`src/rtl/falafel_pkg.sv`:
```
// Shared types and constants for the falafel allocator and its request arbiter.
package falafel_pkg;

  localparam int DATA_W = 32;

  typedef enum logic [1:0] {
    IDLE  = 2'd0,
    ISSUE = 2'd1,
    WAIT  = 2'd2,
    RESP  = 2'd3
  } arb_state_t;

  // Modular step used by the round-robin search to wrap past the last client.
  function automatic int rr_wrap(input int base, input int offset, input int modulus);
    return (base + offset) % modulus;
  endfunction

endpackage

```
`src/rtl/falafel_rr_picker.sv`:
```
// Combinational round-robin picker: first set request at or after ptr, wrapping.
// Returns a one-hot grant, its index, and whether anything was found.
module falafel_rr_picker
  import falafel_pkg::*;
#(
  parameter int NUM_REQ = 4,
  parameter int IDX_W   = $clog2(NUM_REQ)
) (
  input  logic [NUM_REQ-1:0] req,
  input  logic [IDX_W-1:0]   ptr,
  output logic [NUM_REQ-1:0] grant,
  output logic [IDX_W-1:0]   idx,
  output logic               found
);

  logic [IDX_W-1:0] cand;

  always_comb begin
    grant = '0;
    idx   = '0;
    found = 1'b0;
    cand  = '0;
    for (int i = 0; i < NUM_REQ; i++) begin
      cand = IDX_W'(rr_wrap(int'(ptr), i, NUM_REQ));
      if (!found && req[cand]) begin
        found       = 1'b1;
        grant[cand] = 1'b1;
        idx         = cand;
      end
    end
  end

endmodule

```
`src/rtl/falafel_req_arbiter.sv`:
```
// Round-robin front-end serialising client alloc/free requests into falafel.
// Optional statistics counters are enabled with `define FALAFEL_ARB_STATS_EN.
module falafel_req_arbiter
  import falafel_pkg::*;
#(
  parameter int NUM_CLIENTS = 4,
  parameter int CLIENT_W    = $clog2(NUM_CLIENTS)
) (
  input  logic                          clk_i,
  input  logic                          rst_i,
  input  logic [NUM_CLIENTS-1:0]        cli_req_val_i,
  output logic [NUM_CLIENTS-1:0]        cli_req_rdy_o,
  input  logic [NUM_CLIENTS-1:0]        cli_req_is_alloc_i,
  input  logic [NUM_CLIENTS*DATA_W-1:0] cli_req_data_i,
  output logic [NUM_CLIENTS-1:0]        cli_rsp_val_o,
  input  logic [NUM_CLIENTS-1:0]        cli_rsp_rdy_i,
  output logic [DATA_W-1:0]             cli_rsp_data_o,
  output logic                          cli_rsp_is_write_o,
  output logic                          fal_is_alloc_o,
  output logic [DATA_W-1:0]             fal_size_o,
  output logic [DATA_W-1:0]             fal_addr_o,
  output logic                          fal_req_val_o,
  input  logic                          fal_rsp_val_i,
  input  logic                          fal_rsp_is_write_i,
  input  logic [DATA_W-1:0]             fal_rsp_data_i,
  output logic                          fal_rsp_rdy_o,
  output logic [31:0]                   stat_alloc_o,
  output logic [31:0]                   stat_free_o,
  output logic [31:0]                   stat_fail_o
);

  arb_state_t               state;
  logic [CLIENT_W-1:0]      rr_ptr;
  logic [CLIENT_W-1:0]      idx_q;
  logic                     is_alloc_q;
  logic [DATA_W-1:0]        data_q;
  logic [DATA_W-1:0]        rsp_data_q;
  logic                     rsp_is_write_q;

  logic [NUM_CLIENTS-1:0]   pick_grant;
  logic [CLIENT_W-1:0]      pick_idx;
  logic                     pick_found;
  logic [DATA_W-1:0]        sel_data;
  logic                     sel_is_alloc;
  logic [NUM_CLIENTS-1:0]   sel_onehot;
  logic                     req_hs;
  logic                     rsp_hs;

  falafel_rr_picker #(
    .NUM_REQ (NUM_CLIENTS),
    .IDX_W   (CLIENT_W)
  ) u_picker (
    .req   (cli_req_val_i),
    .ptr   (rr_ptr),
    .grant (pick_grant),
    .idx   (pick_idx),
    .found (pick_found)
  );

  assign sel_data     = cli_req_data_i[int'(pick_idx)*DATA_W +: DATA_W];
  assign sel_is_alloc = cli_req_is_alloc_i[pick_idx];
  assign sel_onehot   = {{(NUM_CLIENTS-1){1'b0}}, 1'b1} << idx_q;

  assign req_hs = (state == IDLE) && pick_found;
  assign rsp_hs = (state == RESP) && cli_rsp_rdy_i[idx_q];

  assign cli_req_rdy_o = (state == IDLE) ? pick_grant : '0;

  // Only the field selected by is_alloc carries data; the other stays 0.
  assign fal_req_val_o  = (state == ISSUE);
  assign fal_is_alloc_o = (state == ISSUE) && is_alloc_q;
  assign fal_size_o     = ((state == ISSUE) && is_alloc_q)  ? data_q : '0;
  assign fal_addr_o     = ((state == ISSUE) && !is_alloc_q) ? data_q : '0;
  assign fal_rsp_rdy_o  = (state == WAIT);

  assign cli_rsp_val_o      = (state == RESP) ? sel_onehot : '0;
  assign cli_rsp_data_o     = rsp_data_q;
  assign cli_rsp_is_write_o = rsp_is_write_q;

  always_ff @(posedge clk_i) begin
    if (rst_i) begin
      state          <= IDLE;
      rr_ptr         <= '0;
      idx_q          <= '0;
      is_alloc_q     <= 1'b0;
      data_q         <= '0;
      rsp_data_q     <= '0;
      rsp_is_write_q <= 1'b0;
    end else begin
      unique case (state)
        IDLE: begin
          if (req_hs) begin
            idx_q      <= pick_idx;
            is_alloc_q <= sel_is_alloc;
            data_q     <= sel_data;
            // Zero-size allocs are answered here and never reach falafel.
            if (sel_is_alloc && (sel_data == '0)) begin
              rsp_data_q     <= '0;
              rsp_is_write_q <= 1'b0;
              state          <= RESP;
            end else begin
              state <= ISSUE;
            end
          end
        end
        ISSUE: state <= WAIT;
        WAIT: begin
          if (fal_rsp_val_i) begin
            rsp_data_q     <= fal_rsp_data_i;
            rsp_is_write_q <= fal_rsp_is_write_i;
            state          <= RESP;
          end
        end
        RESP: begin
          if (rsp_hs) begin
            rr_ptr <= (idx_q == CLIENT_W'(NUM_CLIENTS-1)) ? '0 : idx_q + 1'b1;
            state  <= IDLE;
          end
        end
        default: state <= IDLE;
      endcase
    end
  end

`ifdef FALAFEL_ARB_STATS_EN
  logic [31:0] stat_alloc_q;
  logic [31:0] stat_free_q;
  logic [31:0] stat_fail_q;

  // Saturating counters bumped when the client takes the response.
  always_ff @(posedge clk_i) begin
    if (rst_i) begin
      stat_alloc_q <= '0;
      stat_free_q  <= '0;
      stat_fail_q  <= '0;
    end else if (rsp_hs) begin
      if (is_alloc_q) begin
        if (stat_alloc_q != 32'hFFFF_FFFF) stat_alloc_q <= stat_alloc_q + 32'd1;
        if ((rsp_data_q == '0) && (stat_fail_q != 32'hFFFF_FFFF))
          stat_fail_q <= stat_fail_q + 32'd1;
      end else if (stat_free_q != 32'hFFFF_FFFF) begin
        stat_free_q <= stat_free_q + 32'd1;
      end
    end
  end

  assign stat_alloc_o = stat_alloc_q;
  assign stat_free_o  = stat_free_q;
  assign stat_fail_o  = stat_fail_q;
`else
  assign stat_alloc_o = '0;
  assign stat_free_o  = '0;
  assign stat_fail_o  = '0;
`endif

endmodule
```
`config.mk`:
```
export PLATFORM = sky130hd
export DESIGN_NAME = falafel_req_arbiter
export DESIGN_NICKNAME = d
export VERILOG_FILES = /design/src/rtl/falafel_pkg.sv /design/src/rtl/falafel_rr_picker.sv /design/src/rtl/falafel_req_arbiter.sv
export SDC_FILE = /design/constraint.sdc
export NUM_CORES = 1
export LEC_CHECK = 0
export CORE_AREA = 2 2 148 150
export CTS_CLUSTER_DIAMETER = 200
export DETAILED_ROUTE_END_ITERATION = 6
export DIE_AREA = 0 0 150 152
export DONT_BUFFER_PORTS = 1
export PLACE_DENSITY = 0.52
export SYNTH_ARGS = -nofsm -noshare
export SYNTH_HDL_FRONTEND = slang
export SYNTH_SLANG_ARGS = --single-unit
```
`constraint.sdc`:
```
create_clock -name clk_i -period 3.95 [get_ports clk_i]
set_clock_uncertainty 0.1 [all_clocks]
set_input_delay 0.5925 -clock clk_i [delete_from_list [all_inputs] [get_ports clk_i]]
set_output_delay 0.5925 -clock clk_i [all_outputs]
set_load 0.02 [all_outputs]
```
Word level (Yosys, flattened, before mapping)
Cells that the tools add are included.
{"block": "classes", "addsub": 4, "n_mul": 0, "div_mod_pow": 0, "order_cmp": 10, "n_eq_ne": 8, "shift": 2, "mux": 50, "bitwise_logic": 3, "n_reduce_logical": 23}
{"operator": "$mux 32", "count": 5}
{"operator": "$shiftx 128x8->32", "count": 1}
{"operator": "$pmux 32 s2", "count": 1}
{"operator": "$logic_not 32->1", "count": 1}
{"operator": "$mux 4", "count": 6}
{"operator": "$lt 2x3->1 const B", "count": 6}
{"operator": "$mux 2", "count": 9}
{"operator": "$mux 1", "count": 17}
{"operator": "$bmux 1 s2", "count": 6}
{"operator": "$logic_and 1x1->1", "count": 12}
{"operator": "$or 4x4->4", "count": 3}
{"operator": "$demux 1 s2", "count": 4}
{"operator": "$ge 2x1->1 const B", "count": 4}
{"operator": "$pmux 2 s4", "count": 1}
{"operator": "$eq 2x2->1 const B", "count": 3}
{"operator": "$ne 2x2->1 const B", "count": 3}
{"operator": "$add 2x1->2 const B", "count": 2}
{"operator": "$add 2x2->2 const B", "count": 2}
{"operator": "$logic_not 1->1", "count": 4}
{"operator": "$reduce_and 2->1", "count": 2}
{"operator": "$reduce_and 4->1", "count": 1}
{"operator": "$shl 1x2->4 const A", "count": 1}
{"operator": "$reduce_and 3->1", "count": 1}
{"operator": "$eq 2x1->1 const B", "count": 1}
{"operator": "4 further kinds", "count": 4}
{"block": "word_totals", "regBits": 72, "latch_bits": 0, "mem_bits_rw": 0, "rom_bits": 0, "elab_cells": 107, "mem_count": 0}

Depth between registers and ports, before layout
{"block": "logic_depth", "ltp_word": 18, "ltp_mapped": 17, "depth_no_buf": 10}

By module
Synthesis repeated with hierarchy kept, for this count alone.
{"block": "unflattened", "hier_cells": 614, "area_unflattened_um2": 5441.5}
{"module": "falafel_req_arbiter", "instances": 1, "cells_each": 569, "area_per_inst_um2": 5022.3, "seq_area_each_um2": 1441.4}
{"module": "falafel_rr_picker", "instances": 1, "cells_each": 45, "area_per_inst_um2": 419.2, "seq_area_each_um2": 0.0}

Worst setup path after synthesis
OpenSTA, ideal clock, no wires.
{"block": "synth_path", "kind": "register to register", "start": "register rr_ptr[0]", "end": "register rsp_data_q[22] (netlist: cli_rsp_data_o[22])", "setup_ps": 122, "t_arrival_ps": 3821, "setup_slack_ps": -93, "stages_incl_launch_ff": 15, "n_path_buf": 5, "cell_sequence": "dfxtp_1 buf_6 clkbuf_1 inv_1 ha_1 buf_4 mux2_4 a221oi_2 a21o_1 buf_6 mux4_2 nor4_4 nand3_2 buf_2 a221o_1"}
{"block": "synth_between", "elab_chain_cells": 17}
{"element": "start, declared", "line": "falafel_req_arbiter.sv:33", "source": "logic [CLIENT_W-1:0] rr_ptr;"}
{"element": "start signal, assigned", "line": "falafel_req_arbiter.sv:116", "source": "rr_ptr <= (idx_q == CLIENT_W'(NUM_CLIENTS-1)) ? '0 : idx_q + 1'b1;"}
{"element": "parallel branches: the longest is 16 deep, another holds $add 2x1->2"}
{"element": "$reduce_and 4->1 (no source line) *"}
{"element": "end signal, assigned", "line": "falafel_req_arbiter.sv:109", "source": "rsp_data_q <= fal_rsp_data_i;"}
{"element": "end, declared", "line": "falafel_req_arbiter.sv:37", "source": "logic [DATA_W-1:0] rsp_data_q;"}
Mark *: on every way between the ends. The select of a mux whose other input is x is not followed.
A chain may end at the register's enable or synchronous reset.

Final worst setup path
{"block": "layout_path", "start": "register rr_ptr[1]", "end": "register rsp_data_q[1] (netlist: cli_rsp_data_o[1])"}
The elaborated chain is that of the path after synthesis.

==> metrics.md <==
| Metric | Value |
|---|---|
| Critical Path Fanout Max | 34 |
| Global-route wire length before repair | 33000 um |
| Placeable Area | ~21000 sq um |
| DRC Markers | 0 |
| Post-synthesis sequential area ratio | 0.223 |
| Overall power | 0.00333 W |
| Fmax | 271 MHz |
| Sink Count | 72 |
| # Post-CTS Setup Buffers | 0 |
| CTS Buf Count | 9 |
| Final hold vios | 0 |
| Initial Util | 0.303 |
| CTS H-tree lvls | 3 |
| Chip height | 152 um |
| CP Data Required Time | 4070 ps |
| Number of filler cells placed in the layout | 2386 |
| Syn. warnings | 0 |
| FF+latch count, synth | 72 |
| Syn Area/Cell | 7.59 sq um |
| Overall routed net length | 23400 um |
| Ports | 380 |
| Crit Path Class | register to register |
| Dominant cell type by area after synthesis | dfxtp_1 |
| Cts hold-fix bufs | 0 |
| Top FF cell, synth | dfxtp_1 |
| Crit path capture type | register |
| CTS tree | yes |
| Largest cells by area after synthesis | dfxtp_1 22%, buf_4 11%, nand2_1 8.2% |
| Fin cells | 1098 |
| Endpoints failing setup | 0 |
| DR vias/cell | approximately 5.5 |
| Fin crit share | 0.935 |
| DP HPWL | 17600 um |
| Std cell rows | 54 |
| Fin nets | 1002 |
| Dpl cells | 1079 |
| Chip width | about 150 um |
| Gpl congestion | around 0.96 |
| Max Slew Vio Count | 0 |
| IO Port Bufs | 0 |
| Slew HR | 0.333 |
| Routed Antenna Nets | 0 |
| Vias in the first global route | 5431 |
| Hold crit path type | input port to register |
| Power Density | 503 nW/um^2 |
| Fin Setup TNS | 0 ps |
| Synth top area share | 0.223 |
| Post-synth EDFFs | 0 |
| LEAKAGE | around 2.7 nW |
| Die Area | 22800 sq um |
| Initial drt markers | 405 |
| Ys async rst share | 0 |
| Wire per inst | 21.3 um |
| Worst path arrival time | 3820 ps |
| Least-Margin Pin Slew | between 900 and 1000 ps |
| Synth cell count leaders | 142 x nand2_1, 99 x buf_4, 81 x nand3_1, 72 x dfxtp_1, 56 x clkbuf_1 |
| Mapped Area | 6470 sq um |
| Mapped Cells | 852 |
| Layout Area Growth over Synthesis | 2.46% |
| Clk root buf | clkbuf_16 |
| CP Launch Type | register |
| Vias | 6077 |
| Unrepaired setup endpoints after global routing | no |
| Worst skew pair latency | 340 ps |
| Tmin final | 3690 ps |
| Post-CTS sizing | 0 |
| Clk slew on worst S/H paths | around 70 ps |
| Largest net degree at the start of global routing | 74 |
| Top-count cell post-synth | nand2_1 |
| Max-cap viol count | 0 |
| Layout cells sized above 1 | 0.0870 |
| GR Overflow Total | 0 |
| Initial DRT Pass Iterations | 4 |
| Max Root-Sink Buffers | 2 |
| Synth unique cells | 54 |
| Worst VDD drop | around 0.00016 V |
| Outcome | finished, final reports clean |
| Initial antenna violation count | 2 |
| Total track usage | 0.190 |
-- layer usage --
metal | GRT usage | wire length (um) | vias to the layer above
met4 | 0.0809 | 807 | 0
met1 | 0.224 | 9320 | 2914
met5 | 0 | 0 | -
li1 | - | - | 2811
met2 | 0.318 | 11300 | 309
met3 | 0.0565 | 1990 | 43
-- final timing paths --
kind | start | to | slack (ps) | cells after the start
worst max-delay path | rr_ptr[1] | cli_rsp_data_o[1] | 260 | 11
worst max register to register | rr_ptr[1] | cli_rsp_data_o[1] | 260 | 11
worst min-delay path | rst_i | data_q[0] | 280 | 1
worst min register to register | data_q[30] | data_q[30] | 360 | 2
-- cells by family (layout without fill, tap and decap cells) --
family	Yosys count	in the layout	share of synthesized area
adder cells (fa/ha/maj)	15	15	0.0290
multiplexers	37	37	0.0714
other	1	98	0.000580
buffers and inverters	181	49	0.174
AO/OA/AOI/OAI	144	145	0.179
flip-flops	72	72	0.223
AND/OR/NAND/NOR	402	402	0.323
-- through the flow --
stage | hold slack [ps] | worst slack [ps] | utilization | instance area, sq um
floorplan | 336 | 43.1 | - | 6820
global placement | 348 | 138 | 0.295 | 6300
detailed placement | 353 | 52.1 | 0.295 | 6300
CTS | 208 | 35.1 | 0.309 | 6600
global route | 243 | 7.84 | 0.310 | 6630
finish | 283 | 255 | 0.310 | 6630
-- sequential cells by signal, indices dropped and copies added (netlist names) --
name / cells
cli_rsp_is_write_o: 1
data_q: 32
state: 2
cli_rsp_data_o: 32
is_alloc_q: 1
idx_q: 2
rr_ptr: 2
-- cell usage in the layout, fill, tap and decap left out, types with 9 or more instances in the layout --
cell,netlist,final
a22oi_1,10,10
nor3b_1,34,34
conb_1,1,96
nor3_1,11,11
a21oi_1,38,37
nand2_1,142,142
a221o_1,33,33
dfxtp_1,72,72
nand3_1,81,81
mux2i_1,21,21
a32o_1,33,33
and3_1,34,34
nor2_1,15,14
mux2_2,9,9
ha_1,15,15
buf_4,99,22
and2_1,42,41
nor4_1,16,16
clkbuf_16,0,9
-- area by class of cell --
| cell class | count | area (sq um) | area share |
|---|---|---|---|
| antenna | 2 | 5.00 | 0.000755 |
| clock buffer | 9 | 225 | 0.0340 |
| clock inverter | 7 | 77.6 | 0.0117 |
| inverter | 9 | 33.8 | 0.00510 |
| multi-input combinational | 695 | 4300 | 0.648 |
| sequential | 72 | 1440 | 0.218 |
| tap | 280 | 350 | 0.0529 |
| timing repair buffer | 24 | 196 | 0.0297 |
-- where the power goes --
part | switching, W | internal [W] | leakage [nW] | total [W]
Clock | 0.000356 | 0.000496 | 0.147 | 0.000853
Combinational | 0.000976 | 0.000413 | 2.01 | 0.00139
Sequential | 0.000214 | 0.000878 | 0.587 | 0.00109
Total | 0.00155 | 0.00179 | 2.75 | 0.00333
-- critical path: stages (launching register included) --
cell     delay (ps)
dfxtp_1         320
inv_1            80
ha_1            410
mux4_2          420
nor3_2          230
and2_2          280
o21a_4          290
mux4_2          390
nor4_4          310
nand3_2          80
buf_4           270
a221o_1         370
No activity file was read; power rests on OpenSTA's default activity.
